===== src/rtl/pipeline_stall_ctrl.sv =====
// Stall/flush sequencer for the 5-stage pipeline.
// Merges memory freeze, load-use stall and branch flush; adds watchdog and stats.
module pipeline_stall_ctrl #(
    parameter int REG_W    = 5,
    parameter int MAX_WAIT = 16,
    parameter int CNT_W    = 16
) (
    input  logic             clk_i,
    input  logic             rst_i,
    input  logic             idex_memread_i,
    input  logic [REG_W-1:0] idex_rd_i,
    input  logic [REG_W-1:0] ifid_rs1_i,
    input  logic [REG_W-1:0] ifid_rs2_i,
    input  logic             ifid_rs1_used_i,
    input  logic             ifid_rs2_used_i,
    input  logic             branch_taken_i,
    input  logic             exmem_memop_i,
    input  logic             mem_ack_i,
    output logic             mem_req_o,
    output logic             pc_write_o,
    output logic             ifid_write_o,
    output logic             ifid_flush_o,
    output logic             idex_bubble_o,
    output logic             pipe_hold_o,
    output logic             timeout_o,
    output logic [CNT_W-1:0] lu_stall_cnt_o,
    output logic [CNT_W-1:0] mem_stall_cnt_o,
    output logic [CNT_W-1:0] flush_cnt_o
);

    localparam int WW = $clog2(MAX_WAIT);

    typedef enum logic [1:0] {RUN, WAIT, ERR} state_t;

    state_t          state, state_nxt;
    logic [WW-1:0]   wait_cnt, wait_nxt;
    logic            lu, freeze, lu_bub;

    assign lu = idex_memread_i && (idex_rd_i != '0) &&
                ((ifid_rs1_used_i && idex_rd_i == ifid_rs1_i) ||
                 (ifid_rs2_used_i && idex_rd_i == ifid_rs2_i));

    always_comb begin
        state_nxt     = state;
        wait_nxt      = wait_cnt;
        mem_req_o     = 1'b0;
        pc_write_o    = 1'b1;
        ifid_write_o  = 1'b1;
        ifid_flush_o  = 1'b0;
        idex_bubble_o = 1'b0;
        pipe_hold_o   = 1'b0;
        freeze        = 1'b0;
        lu_bub        = 1'b0;

        unique case (state)
            RUN: begin
                if (exmem_memop_i && !mem_ack_i) begin
                    state_nxt = WAIT;
                    wait_nxt  = WW'(1);
                end
            end
            WAIT: begin
                if (mem_ack_i)
                    state_nxt = RUN;
                else if (wait_cnt == WW'(MAX_WAIT - 1))
                    state_nxt = ERR;
                else
                    wait_nxt = wait_cnt + WW'(1);
            end
            ERR: state_nxt = ERR;
            default: state_nxt = RUN;
        endcase

        mem_req_o = (state == RUN && exmem_memop_i) || (state == WAIT);
        freeze    = mem_req_o && !mem_ack_i;

        if (state == ERR) begin
            pc_write_o   = 1'b0;
            ifid_write_o = 1'b0;
            pipe_hold_o  = 1'b1;
        end else if (freeze) begin
            pc_write_o   = 1'b0;
            ifid_write_o = 1'b0;
            pipe_hold_o  = 1'b1;
        end else if (lu) begin
            // branch operands are stale while the load is outstanding
            pc_write_o    = 1'b0;
            ifid_write_o  = 1'b0;
            idex_bubble_o = 1'b1;
            lu_bub        = 1'b1;
        end else if (branch_taken_i) begin
            ifid_flush_o = 1'b1;
        end

        if (!rst_i) begin
            mem_req_o     = 1'b0;
            pc_write_o    = 1'b0;
            ifid_write_o  = 1'b0;
            ifid_flush_o  = 1'b0;
            idex_bubble_o = 1'b1;
            pipe_hold_o   = 1'b0;
        end
    end

    always_ff @(posedge clk_i) begin
        if (!rst_i) begin
            state           <= RUN;
            wait_cnt        <= '0;
            timeout_o       <= 1'b0;
            lu_stall_cnt_o  <= '0;
            mem_stall_cnt_o <= '0;
            flush_cnt_o     <= '0;
        end else begin
            state    <= state_nxt;
            wait_cnt <= wait_nxt;
            if (state_nxt == ERR)
                timeout_o <= 1'b1;
            if (freeze && mem_stall_cnt_o != '1)
                mem_stall_cnt_o <= mem_stall_cnt_o + 1'b1;
            if (lu_bub && lu_stall_cnt_o != '1)
                lu_stall_cnt_o <= lu_stall_cnt_o + 1'b1;
            if (ifid_flush_o && flush_cnt_o != '1)
                flush_cnt_o <= flush_cnt_o + 1'b1;
        end
    end

endmodule

===== config.mk =====
export PLATFORM = sky130hd
export DESIGN_NAME = pipeline_stall_ctrl
export DESIGN_NICKNAME = d
export VERILOG_FILES = /design/src/rtl/pipeline_stall_ctrl.sv
export SDC_FILE = /design/constraint.sdc
export NUM_CORES = 1
export LEC_CHECK = 0
export ABC_AREA = 1
export ABC_CLOCK_PERIOD_IN_PS = 2400
export CAP_MARGIN = 25
export CORE_UTILIZATION = 40
export DETAILED_ROUTE_END_ITERATION = 12
export PLACE_DENSITY_LB_ADDON = 0.08
export SLEW_MARGIN = 25
export SYNTH_ARGS = -nofsm -noshare
export SYNTH_HDL_FRONTEND = slang
export SYNTH_SLANG_ARGS = --single-unit

===== constraint.sdc =====
create_clock -name clk_i -period 2.4 [get_ports clk_i]
set_input_delay 0.36 -clock clk_i [delete_from_list [all_inputs] [get_ports clk_i]]
set_output_delay 0.36 -clock clk_i [all_outputs]
set_load 0.02 [all_outputs]

==> results of run 1 <==
[cell usage in the layout, fill, tap and decap left out, types with 3 or more instances in the layout]
cell type          n
nor2_2             3
nor3_1            15
buf_4             19
nor2_1            55
o21bai_1           3
a21oi_1           31
clkdlybuf4s50_1   72
xnor2_1           10
nand3_1           23
dfxtp_1           55
nand2_2           11
xor2_1            18
ha_1               4
clkbuf_8           5
a21oi_2           11
o21ai_0           11
nand2_1          127
o21ai_1            6
nand4_1           23
inv_1             57
a31oi_1            3
inv_2              6
[area by class of cell]
cell class              instances  area share (%)
clock buffers                   5            1.55
clock inverters                 3            1.04
inverters                      64            5.41
multi-input cells             369            43.4
flip-flops and latches         55            24.8
well taps                     105            2.96
repair buffers                 97            20.9
[power by group through the flow]
stage	registers [mW]	logic, mW	clock network [mW]
2_1_floorplan	0.955	0.104	0
3_3_place_gp	0.950	0.213	0
3_5_place_dp	0.950	0.213	0
4_1_cts	0.930	0.211	0.670
5_1_grt	0.931	0.235	0.706
6_report	0.929	0.209	0.638
[layer usage]
layer	up-vias	track usage, %	part of all wire (%)
met5	-	0	0
met3	4	2.76	3.6
met1	1508	24.1	48
met4	0	4.49	0.74
li1	1799	-	-
met2	67	34.1	48
[state kept, by name (all words and copies together) (netlist names)]
name and flops:
timeout_o 1, state 2, mem_stall_cnt_o 16, lu_stall_cnt_o 16, flush_cnt_o 16, wait_cnt 4
[logic make-up (layout without fill, tap and decap cells)]
kind of cell	Yosys count	in the layout	synth area share (%)
buffers and inverters	79	169	9.79
AOI/OAI and AO/OA	66	66	11.4
xor gates and xnor gates	28	28	7.32
DFF	55	55	32.9
adders and majority gates	4	4	1.49
and+or+nand+nor	271	271	37.1
[cells in the mapped netlist]
master and number:
a211oi_1 1, a21oi_1 32, a21oi_2 10, a31oi_1 3
and3_1 2, buf_12 1, buf_2 3, buf_4 3
clkbuf_1 8, clkinv_1 1, dfxtp_1 55, ha_1 4
inv_1 57, inv_2 6, nand2_1 127, nand2_2 11
nand2_4 2, nand3_1 23, nand3_2 1, nand3b_1 1
nand4_1 23, nand4_2 1, nor2_1 56, nor2_2 2
nor2_4 1, nor2_8 1, nor3_1 15, nor3_4 1
nor3b_1 2, nor4_1 2, o21ai_0 11, o21ai_1 6
o21bai_1 3, xnor2_1 10, xor2_1 18
[critical path, delay by kind of cell]
family                 cells  cell delay, ps
AND/OR/NAND/NOR            3             350
buffers and inverters      2            1090
AO/OA/AOI/OAI              1              80
[what timing repair did]
item,in CTS,in global routing
endpoints found under the setup margin,4,4
resized for setup,4,10
hold buffers,0,0
[metrics by stage]
step           utilization [%]  TNS, ps  cell area (sq um)
2_1_floorplan                -        0               3350
3_3_place_gp              52.9     -795               4330
3_5_place_dp              52.9     -861               4330
4_1_cts                   54.3        0               4440
5_1_grt                   54.3        0               4440
6_report                  54.3        0               4440
[how the worst max path moves through the flow]
stage,cells past startpoint,endpoint,slack (ps),startpoint
2_1_floorplan,8,flush_cnt_o[15],670,flush_cnt_o[1]
3_3_place_gp,7,pc_write_o,-220,exmem_memop_i
3_5_place_dp,7,pc_write_o,-250,exmem_memop_i
4_1_cts,7,pc_write_o,60,exmem_memop_i
5_1_grt,9,ifid_write_o,2,idex_rd_i[3]
6_report,6,pipe_hold_o,160,exmem_memop_i
==> impl_results.md, run 1 <==
- Status: finished clean
- Synthesized area: 3350 sq um
- Die W: 93.5 microns
- Vias in the first global route: 3062
- Vias per cell: 4.84
- CP startpoint kind: input pin
- Slew HR: 70.8%
- Dpl ws: -248 ps
- Worst R2R Start: flush_cnt_o[1]
- CTS Buf Count: 5
- Worst-case clock buffer depth: 2
- Hold path start: timeout_o
- Slew @ Worst Pin: 436 ps
- Area of the multi-input gates: 1930 sq um
- Layout fillers: 848
- Flops & latches, synth: 55
- Sequential Power Share: 52.3%
- Unrepaired setup endpoints after global routing: no
- Depth of the CTS H-tree: 2
- Hold WC Path Type: reg2reg
- CTS tree: yes
- CP Cell Sequence: clkdlybuf4s50_1 > o21ai_1 > nor2_1 > nor2_2 > nor2_1 > clkdlybuf4s50_1
- Worst Hold End: timeout_o
- Hold path cells: 2
- First-pass GRT wire length: 13.5 mm
- Largest net degree at the start of global routing: 25
- CP max stage cell: clkdlybuf4s50_1
- WL per Instance: 11.5 microns
- Skew final: 9.50 ps
- Routed vias: 3378
- Crit end category: output port
- Worst-skew pair later-pin latency: 310 ps
- Max VDD drop: 0.324 mV
- Post-CTS setup buffers: 0
- P_int: 1.33 mW
- PD cells: 400 nW/um^2
- Worst Path Required: 2040 ps
- Top cell type's share of synthesized area: 32.9%
- Reg2reg end: flush_cnt_o[3]
- Io pins: 78
- Initial drt markers: 99
- CTS clk-pin slew, worst paths: 110 ps
- Final wirelength: 8.00 mm
- Final ANT Viol Nets: 0
- Post-synthesis cell type count: 35
- Syn Area/Cell: 6.66 sq um
- Initial Util: 41.0%
- Die area: 8740 sq um
- Slowest Stage Delay on Critical Path: 610 ps
- Die Y: 93.5 microns
- Comb power frac: 11.8%
- FF-to-FF path depth: 9
- Diode count: 0
- Register area: 1100 sq um
- Crit Path Max Fanout: 3
- Nets: 619
- Area growth from synthesis to layout: 32.6%
- Hold_ws: 472 ps
- CP Class: in2out
- Initial antenna violation count: 0
- IO Port Bufs: 77
- DRC: 0
- Setup WS post-layout: 163 ps
- Mapped Nets: 530
- Dominant cells by area after synthesis: dfxtp_1 (33%), nand2_1 (14%), inv_1 (6.4%)
- Final Cycle Share: 93.2%
- Floorplan row count: 33
- Clock Power Share: 35.9%
- Leakage power: 1.72 nW
- Setup-failing EPs final: 0
- MaxCap Viol Count: 0
- Ratio of cells with drive above 1 in the final layout: 11.5%
- Post-synth top area cell: dfxtp_1
- CP Data Arrival Time: 1880 ps
- GRT overflow: 0
- Peak Freq: 447 MHz
- Post-synthesis sequential area ratio: 32.9%
- Ys Warns: 0
- DP Wirelength: 6.05 mm
- Psw: 0.445 mW
- Minimum clock period: 2240 ps
- Pre-Repair DR Iteration Count: 5
- CTS root buffer: clkbuf_8
- Cells after Synth: 503
- Placeable core area: 8180 sq um
- GRT Util Overall: 19.1%
- TritonCTS Sinks: 55
- RD Place Congestion: 0.835
- Reg-to-reg setup timing slack: 520 ps
- Post-placement cell count: 690
- Final Hold Viols: 0
- Sw Share: 25.1%
- Post-Layout Cell Count: 698
- Total power: 1.78 mW
- Max-slew violations: 0
Note: power is estimated with default switching activity, not from simulation.
==> run 2: changes to the inputs <==
--- a/config.mk
+++ b/config.mk
@@ -7,9 +7,10 @@
 export LEC_CHECK = 0
 export ABC_AREA = 1
 export ABC_CLOCK_PERIOD_IN_PS = 2400
-export CAP_MARGIN = 25
+export CAP_MARGIN = 10
 export CORE_UTILIZATION = 40
 export DETAILED_ROUTE_END_ITERATION = 12
+export HOLD_SLACK_MARGIN = 0.06
 export PLACE_DENSITY_LB_ADDON = 0.08
 export SLEW_MARGIN = 25
 export SYNTH_ARGS = -nofsm -noshare
==> results of run 2 <==
No change in the layout: final DEF, timing and power equal those of run 1.
==> run 3: changes to the inputs <==
--- a/config.mk
+++ b/config.mk
@@ -6,7 +6,7 @@
 export NUM_CORES = 1
 export LEC_CHECK = 0
 export ABC_AREA = 1
-export ABC_CLOCK_PERIOD_IN_PS = 2400
+export ABC_CLOCK_PERIOD_IN_PS = 2600
 export CAP_MARGIN = 10
 export CORE_UTILIZATION = 40
 export DETAILED_ROUTE_END_ITERATION = 12
==> constraint.sdc (replaced) <==
create_clock -name clk_i -period 2.6 [get_ports clk_i]
set_input_delay 0.39 -clock clk_i [delete_from_list [all_inputs] [get_ports clk_i]]
set_output_delay 0.39 -clock clk_i [all_outputs]
set_load 0.02 [all_outputs]
==> run 3 against run 2 <==
  * First-iteration DRC count grew 11%
  * Routed wire length grew 1.4%
  * Clock skew grew 5.4 ps
  * Sequential cell count is the same
  * Combinational power shrank 8%
  * Core utilization shrank 0.60 points
  * Non-clock buffer count shrank 1
  * Power shrank 13%
  * Design area shrank 1.1%
  * Worst setup slack gained 63 ps
  * Critical path type unchanged
  * Critical endpoint is now ifid_flush_o
==> impl_results.md, run 3 (synthesized netlist as in run 1, its figures left out) <==
- Minimum clock period: 2370 ps
- Crit path max-delay family: buffers and inverters
- CP max stage cell: clkdlybuf4s50_1
- First-pass GRT wire length: 13.7 mm
- GRT overflow: 0
- Slew HR: 70.7%
- Biggest registers after layout: flush_cnt_o x16, lu_stall_cnt_o x16, mem_stall_cnt_o x16
- Post-Layout Cell Count: 697
- Dpl ws: -135 ps
- Worst-case clock buffer depth: 2
- Max VDD drop: 0.247 mV
- Slowest Stage Delay on Critical Path: 540 ps
- Crit path from: idex_rd_i[4]
- Skew final: 14.9 ps
- Post-CTS setup buffers: 0
- Hold WC Path Type: reg2reg
- Floorplan row count: 33
- CTS clk-pin slew, worst paths: 100 ps
- Io pins: 78
- Reg2reg end: flush_cnt_o[6]
- Area of the multi-input gates: 1920 sq um
- Clock Power Share: 31.8%
- Sw Share: 26.7%
- CP Cell Sequence: clkdlybuf4s50_1 > inv_2 > nand2_1 > nand2_1 > nor2_1 > nand3_1 > nand2_1 > nand2_2 > buf_4 > nand3_1 > inv_1 > dlygate4sd2_1
- Sequential Power Share: 55.8%
- CP Data Arrival Time: 1980 ps
- Setup-failing EPs final: 0
- CP Buf/Inv Count: 5
- Vias per cell: 4.94
- Top Metal Used: met4
- Final ANT Viol Nets: 0
- Leading cell type in the layout, fill and taps excluded: nand2_1
- Die Y: 93.5 microns
- Routed vias: 3444
- Final wirelength: 8.10 mm
- Unrepaired setup endpoints after global routing: no
- Initial antenna violation count: 0
- Depth of the CTS H-tree: 2
- Status: finished clean
- Critical path endpoint: ifid_flush_o
- CP startpoint kind: input pin
- Nets: 618
- Max-slew violations: 0
- WL per Instance: 11.6 microns
- M1 WL: 3.77 mm
- Layout fillers: 827
- Commonest non-fill, non-tap cells in the layout: nand2_1 (127), clkdlybuf4s50_1 (73), inv_1 (57), nor2_1 (55), dfxtp_1 (55)
- IO Port Bufs: 77
- Initial Util: 41.0%
- Diode count: 0
- DP Wirelength: 6.08 mm
- Worst Path Required: 2210 ps
- Vias in the first global route: 3130
- Setup WS post-layout: 225 ps
- Total power: 1.54 mW
- Met3 routed WL: 375 microns
- CTS tree: yes
- TritonCTS Sinks: 55
- Setup tns final: 0 ps
- DRC: 0
- CTS root buffer: clkbuf_8
- Worst R2R Start: flush_cnt_o[0]
- P_int: 1.13 mW
- CTS Buf Count: 5
- Pre-Repair DR Iteration Count: 4
- GRT Util Overall: 19.2%
- MaxCap Viol Count: 0
- Area growth from synthesis to layout: 31.1%
- Crit Path Max Fanout: 4
- Initial drt markers: 110
- Largest net degree at the start of global routing: 34
- Placeable core area: 8180 sq um
- Leakage power: 1.71 nW
- Slew @ Worst Pin: 436 ps
- Comb power frac: 12.5%
- FF-to-FF path depth: 11
- Met2 routed WL: 3.87 mm
- Die area: 8740 sq um
- Ratio of cells with drive above 1 in the final layout: 10.8%
- Most used cell along the critical path: nand2_1
- Worst-skew pair later-pin latency: 310 ps
- Final Cycle Share: 91.3%
- Die W: 93.5 microns
- Reg-to-reg setup timing slack: 660 ps
- PD cells: 350 nW/um^2
- RD Place Congestion: 0.855
- CP Class: in2out
- Final Hold Viols: 0
- Core occupancy in the finished layout: 53.7%
- Crit end category: output port
- Register area: 1100 sq um
- Psw: 0.411 mW
- Peak Freq: 421 MHz
- Levels on crit path: 12
- Post-placement cell count: 689
-- run 3: per-layer routing --
metal / vias to the layer above / global-route usage, %
met1: 1566 / 23.6
met2: 76 / 34.4
met5: - / 0
li1: 1793 / -
met3: 9 / 3.58
met4: 0 / 4.49
-- run 3: area by class of cell --
| type | instances | area share, % |
|---|---|---|
| clock buffers | 5 | 1.57 |
| clock inverters | 3 | 0.427 |
| inverters | 64 | 5.47 |
| multi-input cells | 369 | 43.8 |
| flip-flops and latches | 55 | 25.1 |
| well taps | 105 | 2.99 |
| repair buffers | 96 | 20.7 |
-- run 3: how the worst min path moves through the flow --
stage / startpoint / end / slack [ps] / depth (start not counted)
3_5_place_dp: timeout_o / timeout_o / 470 / 2
2_1_floorplan: wait_cnt[0] / wait_cnt[0] / 450 / 1
6_report: wait_cnt[1] / wait_cnt[1] / 490 / 2
3_3_place_gp: timeout_o / timeout_o / 440 / 2
4_1_cts: wait_cnt[1] / wait_cnt[1] / 490 / 2
5_1_grt: wait_cnt[0] / wait_cnt[0] / 520 / 1
-- run 3: worst register-to-register path, stage by stage (launching register included) --
cell and delay (ps):
dfxtp_1 420, ha_1 210, nand3_1 160, nor2_2 220, nand4_1 160, buf_4 220
nand2_1 60, inv_1 30, nand4_1 160, nor2_1 60, nor2_1 80, nor2_1 50
-- run 3: repair_timing --
item,4_1_cts,5_1_grt
endpoints found under the setup margin,4,0
endpoints found under the hold margin,0,0
hold buffers,0,0
resized for setup,5,0
-- run 3: power groups by stage --
stage | Sequential [mW] | Clock, mW | Combinational, mW
CTS | 0.858 | 0.512 | 0.195
global placement | 0.877 | 0 | 0.194
detailed placement | 0.877 | 0 | 0.196
finish | 0.858 | 0.489 | 0.192
floorplan | 0.882 | 0 | 0.0958
global route | 0.860 | 0.540 | 0.214
-- run 3: per-stage QoR --
stage          hold slack [ps]  cell area, sq um
6_report                   489              4390
4_1_cts                    493              4390
2_1_floorplan              449              3350
3_3_place_gp               444              4310
3_5_place_dp               473              4310
5_1_grt                    519              4390
